## src/rtl/fetch_unit_pkg.sv

```systemverilog
// Shared core definitions: instruction field positions, opcode encodings
// and the fetch-stage state type, so fetch and decode slice fields alike.
package fetch_unit_pkg;

    localparam int XLEN     = 16;
    localparam int OP_LSB   = 0;
    localparam int FUNC_LSB = 3;
    localparam int FIELD_W  = 3;

    localparam logic [FIELD_W-1:0] OP_R = 3'b000;
    localparam logic [FIELD_W-1:0] OP_I = 3'b001;
    localparam logic [FIELD_W-1:0] OP_L = 3'b010;
    localparam logic [FIELD_W-1:0] OP_S = 3'b011;
    localparam logic [FIELD_W-1:0] OP_B = 3'b100;
    localparam logic [FIELD_W-1:0] OP_J = 3'b101;
    localparam logic [FIELD_W-1:0] OP_U = 3'b110;

    typedef enum logic [1:0] {
        BOOT  = 2'd0,
        RUN   = 2'd1,
        DRAIN = 2'd2
    } fetch_state_e;

endpackage

```

## src/rtl/fetch_slot_buf.sv

```systemverilog
// Circular buffer of fetch slots. A slot is reserved (with its PC) when the
// request is granted, filled in order when the word returns, and popped by
// decode once filled. Flush drops every slot at once.
module fetch_slot_buf
    import fetch_unit_pkg::*;
#(
    parameter int W     = 16,
    parameter int DEPTH = 2
) (
    input  logic         clk,
    input  logic         rst_n,
    input  logic         flush_i,
    input  logic         reserve_i,
    input  logic [W-1:0] reserve_pc_i,
    input  logic         fill_i,
    input  logic [W-1:0] fill_word_i,
    input  logic         pop_i,
    output logic         full_o,
    output logic         head_filled_o,
    output logic [W-1:0] head_pc_o,
    output logic [W-1:0] head_word_o
);

    localparam int PW = (DEPTH > 1) ? $clog2(DEPTH) : 1;
    localparam int CW = $clog2(DEPTH + 1);

    logic [W-1:0]     pc_q   [DEPTH];
    logic [W-1:0]     word_q [DEPTH];
    logic [DEPTH-1:0] filled_q;
    logic [PW-1:0]    head_q;
    logic [PW-1:0]    tail_q;
    logic [PW-1:0]    fill_q;
    logic [CW-1:0]    count_q;

    function automatic logic [PW-1:0] ptr_inc(input logic [PW-1:0] p);
        return (p == PW'(DEPTH - 1)) ? '0 : p + PW'(1);
    endfunction

    // Slot storage and pointers; flush wins over reserve, fill and pop.
    always_ff @(posedge clk or negedge rst_n) begin
        if (!rst_n) begin
            for (int i = 0; i < DEPTH; i++) begin
                pc_q[i]   <= '0;
                word_q[i] <= '0;
            end
            filled_q <= '0;
            head_q   <= '0;
            tail_q   <= '0;
            fill_q   <= '0;
            count_q  <= '0;
        end else if (flush_i) begin
            filled_q <= '0;
            head_q   <= '0;
            tail_q   <= '0;
            fill_q   <= '0;
            count_q  <= '0;
        end else begin
            // Reserve and pop never hit the same slot: that needs an empty or full buffer.
            if (reserve_i) begin
                pc_q[tail_q]     <= reserve_pc_i;
                filled_q[tail_q] <= 1'b0;
                tail_q           <= ptr_inc(tail_q);
            end
            if (fill_i) begin
                word_q[fill_q]   <= fill_word_i;
                filled_q[fill_q] <= 1'b1;
                fill_q           <= ptr_inc(fill_q);
            end
            if (pop_i) begin
                filled_q[head_q] <= 1'b0;
                head_q           <= ptr_inc(head_q);
            end
            case ({reserve_i, pop_i})
                2'b10:   count_q <= count_q + CW'(1);
                2'b01:   count_q <= count_q - CW'(1);
                default: count_q <= count_q;
            endcase
        end
    end

    // Head view is zeroed until the head slot holds its word.
    always_comb begin
        full_o        = (count_q == CW'(DEPTH));
        head_filled_o = filled_q[head_q];
        head_pc_o     = head_filled_o ? pc_q[head_q] : '0;
        head_word_o   = head_filled_o ? word_q[head_q] : '0;
    end

endmodule

```

## src/rtl/fetch_unit.sv

```systemverilog
// Instruction fetch stage: issues PC-ordered requests, buffers returned
// words with their PCs, and hands them to decode. A redirect flushes the
// buffer and the responses still in flight are counted off and dropped.
//
// Handshakes: a transfer happens on a cycle where valid and ready (imem_req/
// imem_gnt, instr_valid/instr_ready) are both high at the rising clock edge;
// valid never depends on ready within the same cycle.
module fetch_unit #(
    parameter int               XLEN     = fetch_unit_pkg::XLEN,
    parameter int               DEPTH    = 2,
    parameter logic [XLEN-1:0]  RESET_PC = '0,
    parameter int               PC_STEP  = 2,
    localparam int              CNT_W    = $clog2(DEPTH + 1)
) (
    input  logic                                  clk,
    input  logic                                  rst_n,
    output logic                                  imem_req,
    output logic [XLEN-1:0]                       imem_addr,
    input  logic                                  imem_gnt,
    input  logic                                  imem_rvalid,
    input  logic [XLEN-1:0]                       imem_rdata,
    input  logic                                  redirect_valid,
    input  logic [XLEN-1:0]                       redirect_target,
    output logic                                  instr_valid,
    input  logic                                  instr_ready,
    output logic [XLEN-1:0]                       instr,
    output logic [XLEN-1:0]                       instr_pc,
    output logic [fetch_unit_pkg::FIELD_W-1:0]    op,
    output logic [fetch_unit_pkg::FIELD_W-1:0]    func,
    output fetch_unit_pkg::fetch_state_e          dbg_state,
    output logic [CNT_W-1:0]                      dbg_drop_cnt
);

    fetch_unit_pkg::fetch_state_e state_q;
    logic [XLEN-1:0]  fetch_pc_q;
    logic [CNT_W-1:0] out_q;
    logic [CNT_W-1:0] drop_q;

    logic             buf_full;
    logic             head_filled;
    logic [XLEN-1:0]  head_pc;
    logic [XLEN-1:0]  head_word;

    logic             issue;
    logic             pop;
    logic             resp_drop;
    logic             resp_fill;
    logic             resp_dec;
    logic [CNT_W-1:0] out_d;
    logic [CNT_W-1:0] drop_d;

    // Request gating and the counter values after this cycle's response.
    always_comb begin
        imem_req  = (state_q == fetch_unit_pkg::RUN) && !redirect_valid && !buf_full;
        issue     = imem_req && imem_gnt;
        pop       = head_filled && instr_ready;
        resp_drop = imem_rvalid && (drop_q != '0);
        resp_fill = imem_rvalid && (drop_q == '0) && (out_q != '0);
        resp_dec  = imem_rvalid && (out_q != '0);
        out_d     = resp_dec ? out_q - CNT_W'(1) : out_q;
        drop_d    = resp_drop ? drop_q - CNT_W'(1) : drop_q;
    end

    // Fetch FSM with PC and in-flight/drop counters; redirect has priority.
    always_ff @(posedge clk or negedge rst_n) begin
        if (!rst_n) begin
            state_q    <= fetch_unit_pkg::BOOT;
            fetch_pc_q <= RESET_PC;
            out_q      <= '0;
            drop_q     <= '0;
        end else if (redirect_valid) begin
            // Everything still in flight after this cycle belongs to the old path.
            fetch_pc_q <= redirect_target;
            out_q      <= out_d;
            drop_q     <= out_d;
            state_q    <= (out_d != '0) ? fetch_unit_pkg::DRAIN : fetch_unit_pkg::RUN;
        end else begin
            out_q  <= issue ? out_d + CNT_W'(1) : out_d;
            drop_q <= drop_d;
            if (issue) begin
                fetch_pc_q <= fetch_pc_q + XLEN'(PC_STEP);
            end
            case (state_q)
                fetch_unit_pkg::BOOT:  state_q <= fetch_unit_pkg::RUN;
                fetch_unit_pkg::RUN:   state_q <= fetch_unit_pkg::RUN;
                fetch_unit_pkg::DRAIN: if (drop_d == '0) state_q <= fetch_unit_pkg::RUN;
                default:               state_q <= fetch_unit_pkg::BOOT;
            endcase
        end
    end

    fetch_slot_buf #(
        .W     (XLEN),
        .DEPTH (DEPTH)
    ) u_buf (
        .clk           (clk),
        .rst_n         (rst_n),
        .flush_i       (redirect_valid),
        .reserve_i     (issue),
        .reserve_pc_i  (fetch_pc_q),
        .fill_i        (resp_fill),
        .fill_word_i   (imem_rdata),
        .pop_i         (pop),
        .full_o        (buf_full),
        .head_filled_o (head_filled),
        .head_pc_o     (head_pc),
        .head_word_o   (head_word)
    );

    // Head presentation with op/func sliced at the shared field positions.
    always_comb begin
        imem_addr    = fetch_pc_q;
        instr_valid  = head_filled;
        instr        = head_word;
        instr_pc     = head_pc;
        op           = head_word[fetch_unit_pkg::OP_LSB +: fetch_unit_pkg::FIELD_W];
        func         = head_word[fetch_unit_pkg::FUNC_LSB +: fetch_unit_pkg::FIELD_W];
        dbg_state    = state_q;
        dbg_drop_cnt = drop_q;
    end

endmodule

```

## config.mk

```make
export PLATFORM = sky130hd
export DESIGN_NAME = fetch_unit
export DESIGN_NICKNAME = d
export VERILOG_FILES = /design/src/rtl/fetch_unit_pkg.sv /design/src/rtl/fetch_slot_buf.sv /design/src/rtl/fetch_unit.sv
export SDC_FILE = /design/constraint.sdc
export NUM_CORES = 1
export LEC_CHECK = 0
export ABC_AREA = 0
export CAP_MARGIN = 10
export CELL_PAD_IN_SITES_DETAIL_PLACEMENT = 1
export CELL_PAD_IN_SITES_GLOBAL_PLACEMENT = 1
export CORE_UTILIZATION = 40
export CTS_CLUSTER_SIZE = 8
export DETAILED_ROUTE_END_ITERATION = 8
export PLACE_DENSITY = 0.86
export SETUP_SLACK_MARGIN = 0.15
export SLEW_MARGIN = 25
export SYNTH_ARGS = -nofsm -noshare
export SYNTH_HDL_FRONTEND = slang
export SYNTH_SLANG_ARGS = --single-unit
```

## constraint.sdc

```tcl
create_clock -name clk -period 2.3 [get_ports clk]
set_input_delay 0.345 -clock clk [delete_from_list [all_inputs] [get_ports clk]]
set_output_delay 0.345 -clock clk [all_outputs]
set_load 0.1 [all_outputs]
```

[Word-level counts from Yosys, hierarchy flattened]
Index checks and enable logic that the tools add are counted.
Widths: inputs -> output; s select.
Cells by class
  add/subtract/negate cells: 9
  magnitude comparators: 11
  equality and inequality tests: 6
  multiplexer cells: 50
  bitwise operators: 9
  reduce and logical (&&, ||, !) cells: 28
Operator list (count)
  $mux 16: 12
  $bwmux 32: 2
  $demux 16 s1: 2
  $mux 2: 15
  $add 16x2->16 const B: 1
  $mux 1: 14
  $logic_and 1x1->1: 13
  $reduce_bool 2->1: 6
  $pmux 2 s2: 2
  $eq 2x2->1 const B: 3
  $ge 2x2->1 const B: 3
  $logic_not 2->1: 3
  $lt 1x2->1 const B: 3
  $not 1->2: 3
  $sub 2x1->2 const B: 3
  $add 2x1->2 const B: 2
  $and 2x2->2: 2
  $eq 2x1->1 const B: 2
  $lt 2x1->1 const B: 2
  $not 2->2: 2
  $reduce_and 2->1: 2
  $add 1x1->1 const B: 3
  $demux 1 s1: 3
  $ge 1x1->1 const B: 3
  other kinds (6): 7
Storage, ports and cells
  register bits after elaboration: 93
  bits of input ports: 38
  word-level logic and storage cells: 126

[Logic depth before layout (Yosys ltp)]
  depth after elaboration: 14
  gate-level depth with buffers: 8
  gate-level depth less buffers: 8

[Hierarchy]
Synthesis repeated with hierarchy kept, for this count alone.
Unflattened totals
  cell total of the unflattened synthesis: 391
  area, all modules: 4708.3 µm²
Modules (own cells, without submodules)
  fetch_slot_buf: times used 1, cells each 241, area each 3349.5 µm², seq. area each 1776.7 µm²
  fetch_unit: times used 1, cells each 150, area each 1358.8 µm², seq. area each 550.5 µm²

[Worst setup path after synthesis]
No wires, ideal clock.
  path type: register -> output
  start point: register state_q[0] (netlist: dbg_state[0])
  end point: output port imem_req
  data arrival time: 4043 ps
  path slack: -2088 ps
  stages on the path, launching flop included: 3
  buffers on the path: 0
  cells stage by stage: dfrtp_1 inv_1 nor4_1
On the way
  word-level cells in the longest chain between the ends: 3
Ends and longest elaborated chain
  start, declared: line fetch_unit.sv:34  | fetch_unit_pkg::fetch_state_e state_q;
  start signal, assigned: line fetch_unit.sv:67  | state_q <= fetch_unit_pkg::BOOT;
  start signal, assigned: line fetch_unit.sv:76  | state_q <= (out_d != '0) ? fetch_unit_pkg::DRAIN : fetch_unit_pkg::RUN;
  start signal, assigned: line fetch_unit.sv:84  | fetch_unit_pkg::BOOT: state_q <= fetch_unit_pkg::RUN;
  $eq 2x1->1: line fetch_unit.sv:54  | imem_req = (state_q == fetch_unit_pkg::RUN) && !redirect_valid && !buf_full;
  $logic_and 1x1->1 (2 in series): line fetch_unit.sv:54
  end, declared: line fetch_unit.sv:17  | output logic imem_req,
No other way between the ends.

[Worst setup path in the final report]
  start point: register u_buf.head_q
  end point: output port instr[7]
On the way
  word-level cells in the longest chain between the ends: 5
Ends and longest elaborated chain
  start, declared: line fetch_slot_buf.sv:30  | logic [PW-1:0] head_q;
  start signal, assigned: line fetch_slot_buf.sv:71  | head_q <= ptr_inc(head_q);
  $not 1->2 (implied by the code): line fetch_slot_buf.sv:86  | head_word_o = head_filled_o ? word_q[head_q] : '0;
  $mux 16 (implied by the code) (3 in series): line fetch_slot_buf.sv:86
  $mux 16 *: line fetch_slot_buf.sv:86
  end, declared: line fetch_unit.sv:26  | output logic [XLEN-1:0] instr,
Every way passes the cells marked *; elsewhere a longest branch is shown, timed or not. The select of a mux whose other input is x is not followed.

==> flow_summary.ini <==
[critical_path]
arrival_ns = 1.76
critPathLaunch = u_buf.head_q
rr_startpoint = u_buf.count_q[0]
critPathKind = reg -> out
path_max_fanout = 20
start_kind = flop
worstPathRequired_ns = 1.96
crit_path_end_kind = primary output
rr_worst_depth = 4
r2r_slack_ns = 0.25

[cells_and_area]
regArea_sq_um = 2350
finalCoreUtilization_pct = 61.5
final_cell_area_sq_um = 6780
drive_above_1_share_pct = 41.7
nNetsFinal = 545
antenna_cells = 0
multi_input_area_sq_um = 2360
area_growth_pct = 47.3
num-fill-cells = 1079
fin_cells = 648

[floorplanning]
start_util_pct = 41.7
die_w_um = 109
die-height_um = 109
rows = 38
ioPinCount = 98
dieArea_sq_um = 11900
coreArea_sq_um = 11000

[global_routing]
grt_pass1_vias = 4024
grt_pass1_wl_um = 21800
antenna_found_initial = 0
grt_usage_pct = 24.7
grt_max_degree = 53
gr-total-overflow = 0

[synth]
ys_async_sr_fraction_pct = 100
yosysUniqueCellTypes = 50
synth_ff_type = dfrtp_1
synth_cells = 400
syn_nets = 442
yosysWarnings = 0
synth_seq_cells = 93
yosysSeqAreaShare_pct = 50.6
synth_edf_count = 0
syn_area_sq_um = 4600
avgSynthCellArea_sq_um = 11.5

[timing]
setup_violations = 0
maxSlewHeadroom_pct = 27.9
slew_violations = 0
grt_setup_unrepaired = no
finalCriticalPeriod_ns = 2.11
timing.hold.ws_ns = 0.419
period_share_pct = 91.6
fin_skew_ns = 0.00916
finalHoldViolations = 0
max_freq_mhz = 475
worst_pin_slew_ns = 1.08

[route]
viasPerCell = 5.61
via_count = 3633
drc_errors = 0
wl_um = 13600
drtPass1Iterations = 4
wl_per_cell_um = 21.1
ant_nets = 0
drt_iter0_drc = 168

[power]
pwr_density_cell_nw_per_um2 = 1230
p_total_uw = 8320
vdd_ir_drop_max_v = 0.000607
p_leak_uw = 0.00282

[clock_network]
clock_sinks = 93
cts-htree-levels = 3
cts_max_path_buffers = 2
cts_setup_buffers = 0
clkTransAtPathRegs_ns = 0.07
cts_tree = done
cts-root-buf = clkbuf_16
insertion_delay_ns = 0.35
cts_made_buffers = 9

[place]
dp_hpwl_um = 9380
dpl-instance-area_sq_um = 6450
gp_congestion = 0.783
io_buffers = 97
dp_cells = 631

[run]
max-cap-violations = 0

[outcome]
status = complete, no violations

[min_path]
min-delay-path-class = in -> async
sequential cells by signal (all words and copies together) (netlist names):
name	cells
u_buf.pc_q	32
u_buf.word_q	32
imem_addr	16
dbg_drop_cnt	2
dbg_state	2
out_q	2
u_buf.count_q	2
u_buf.filled_q	2
u_buf.fill_q	1
u_buf.head_q	1
u_buf.tail_q	1
worst paths after layout:
kind | endpoint
min in group clk | u_buf.word_q[25]
hold / removal | u_buf.word_q[4]
max in group asynchronous | dbg_state[1]
setup / recovery | instr[7]
hold reg to reg | u_buf.word_q[25]
setup reg to reg | imem_addr[3]
routing by layer:
layer  track usage, %  share of wire [%]  vias up
met5                0                  0        -
met4             6.29                1.4        0
met3             5.32                4.5       20
met2             45.0                 53      108
met1             29.5                 41     1871
li1                 -                  -     1634
per-stage QoR:
stage | TNS [ns] | worst slack (ns)
6_report | 0 | 0.193
5_1_grt | 0 | 0.152
4_1_cts | 0 | 0.186
3_5_place_dp | -0.120 | -0.0808
3_3_place_gp | 0 | 0.0710
2_1_floorplan | -0.199 | -0.0754
power breakdown:
part           switching (uW)  internal, uW  total [uW]
combinational            2550          1470        4030
sequential                464          2250        2710
clock                     664           916        1580
total                    3680          4640        8320
Yosys cell counts (all sizes together), types with 2 or more instances:
| cell type | n | share of area [%] |
|---|---|---|
| nand3 | 9 | 0.98 |
| a221o | 7 | 1.5 |
| a21oi | 7 | 0.76 |
| nor3 | 11 | 1.3 |
| mux2i | 35 | 7.6 |
| nand2b | 3 | 0.41 |
| a21o | 6 | 0.98 |
| nor2 | 44 | 3.6 |
| nor2b | 2 | 0.27 |
| inv | 12 | 0.98 |
| nor4b | 3 | 0.57 |
| xnor2 | 5 | 0.95 |
| a211o | 2 | 0.38 |
| mux2 | 64 | 16 |
| ha | 4 | 1.1 |
| buf | 13 | 2.0 |
| o21ai | 8 | 0.87 |
| o211a | 2 | 0.44 |
| or3 | 3 | 0.41 |
| a211oi | 2 | 0.33 |
| o22ai | 2 | 0.27 |
| nand2 | 18 | 1.5 |
| and3 | 3 | 0.41 |
| clkbuf | 15 | 1.2 |
| and4 | 2 | 0.38 |
| nand4 | 4 | 0.54 |
| dfrtp | 93 | 51 |
| o31ai | 3 | 0.49 |
kinds of logic after synthesis:
group	count (synthesis)	share of synthesized area, %
and+or+nand+nor	111	12.3
DFF	93	50.6
buffers and inverters	40	4.16
muxes	99	23.3
xor gates and xnor gates	5	0.952
adders and majority gates	4	1.09
AOI/OAI and AO/OA	48	7.64
area by class of cell:
cell class | count | area share (%)
inverters | 12 | 0.664
clock inverters | 5 | 0.978
well taps | 140 | 2.58
repair buffers | 120 | 22.6
flip-flops and latches | 93 | 34.6
clock buffers | 11 | 3.73
multi-input cells | 267 | 34.8
what timing repair did:
action	CTS	global route
setup endpoints to repair	0	1
resized for setup	0	1
endpoints found under the hold margin	12	0
hold buffers	1	0
critical path, cell delays in order (launching register included):
cell and delay [ns]:
dfrtp_2 0.41, buf_4 0.36, mux2i_1 0.40, nor2_4 0.07, buf_12 0.17
cells in the final DEF, fill, tap and decap left out, drive strengths merged, types with 2 or more instances in the layout:
cell and count:
nor4b 3, xnor2 5, inv 14, a21o 6, mux2 64, clkdlybuf4s50 36, nor2 44, clkbuf 11
a221o 7, dfrtp 93, nand2b 3, buf 83, ha 4, mux2i 35, and3 3, and4 2
o211a 2, nand4 4, nor3 11, o21ai 8, nor2b 2, nand2 18, or3 3, o22ai 2
a21oi 7, o31ai 3, a211o 2, a211oi 2, nand3 9
No activity file was read; power rests on OpenSTA's default activity.
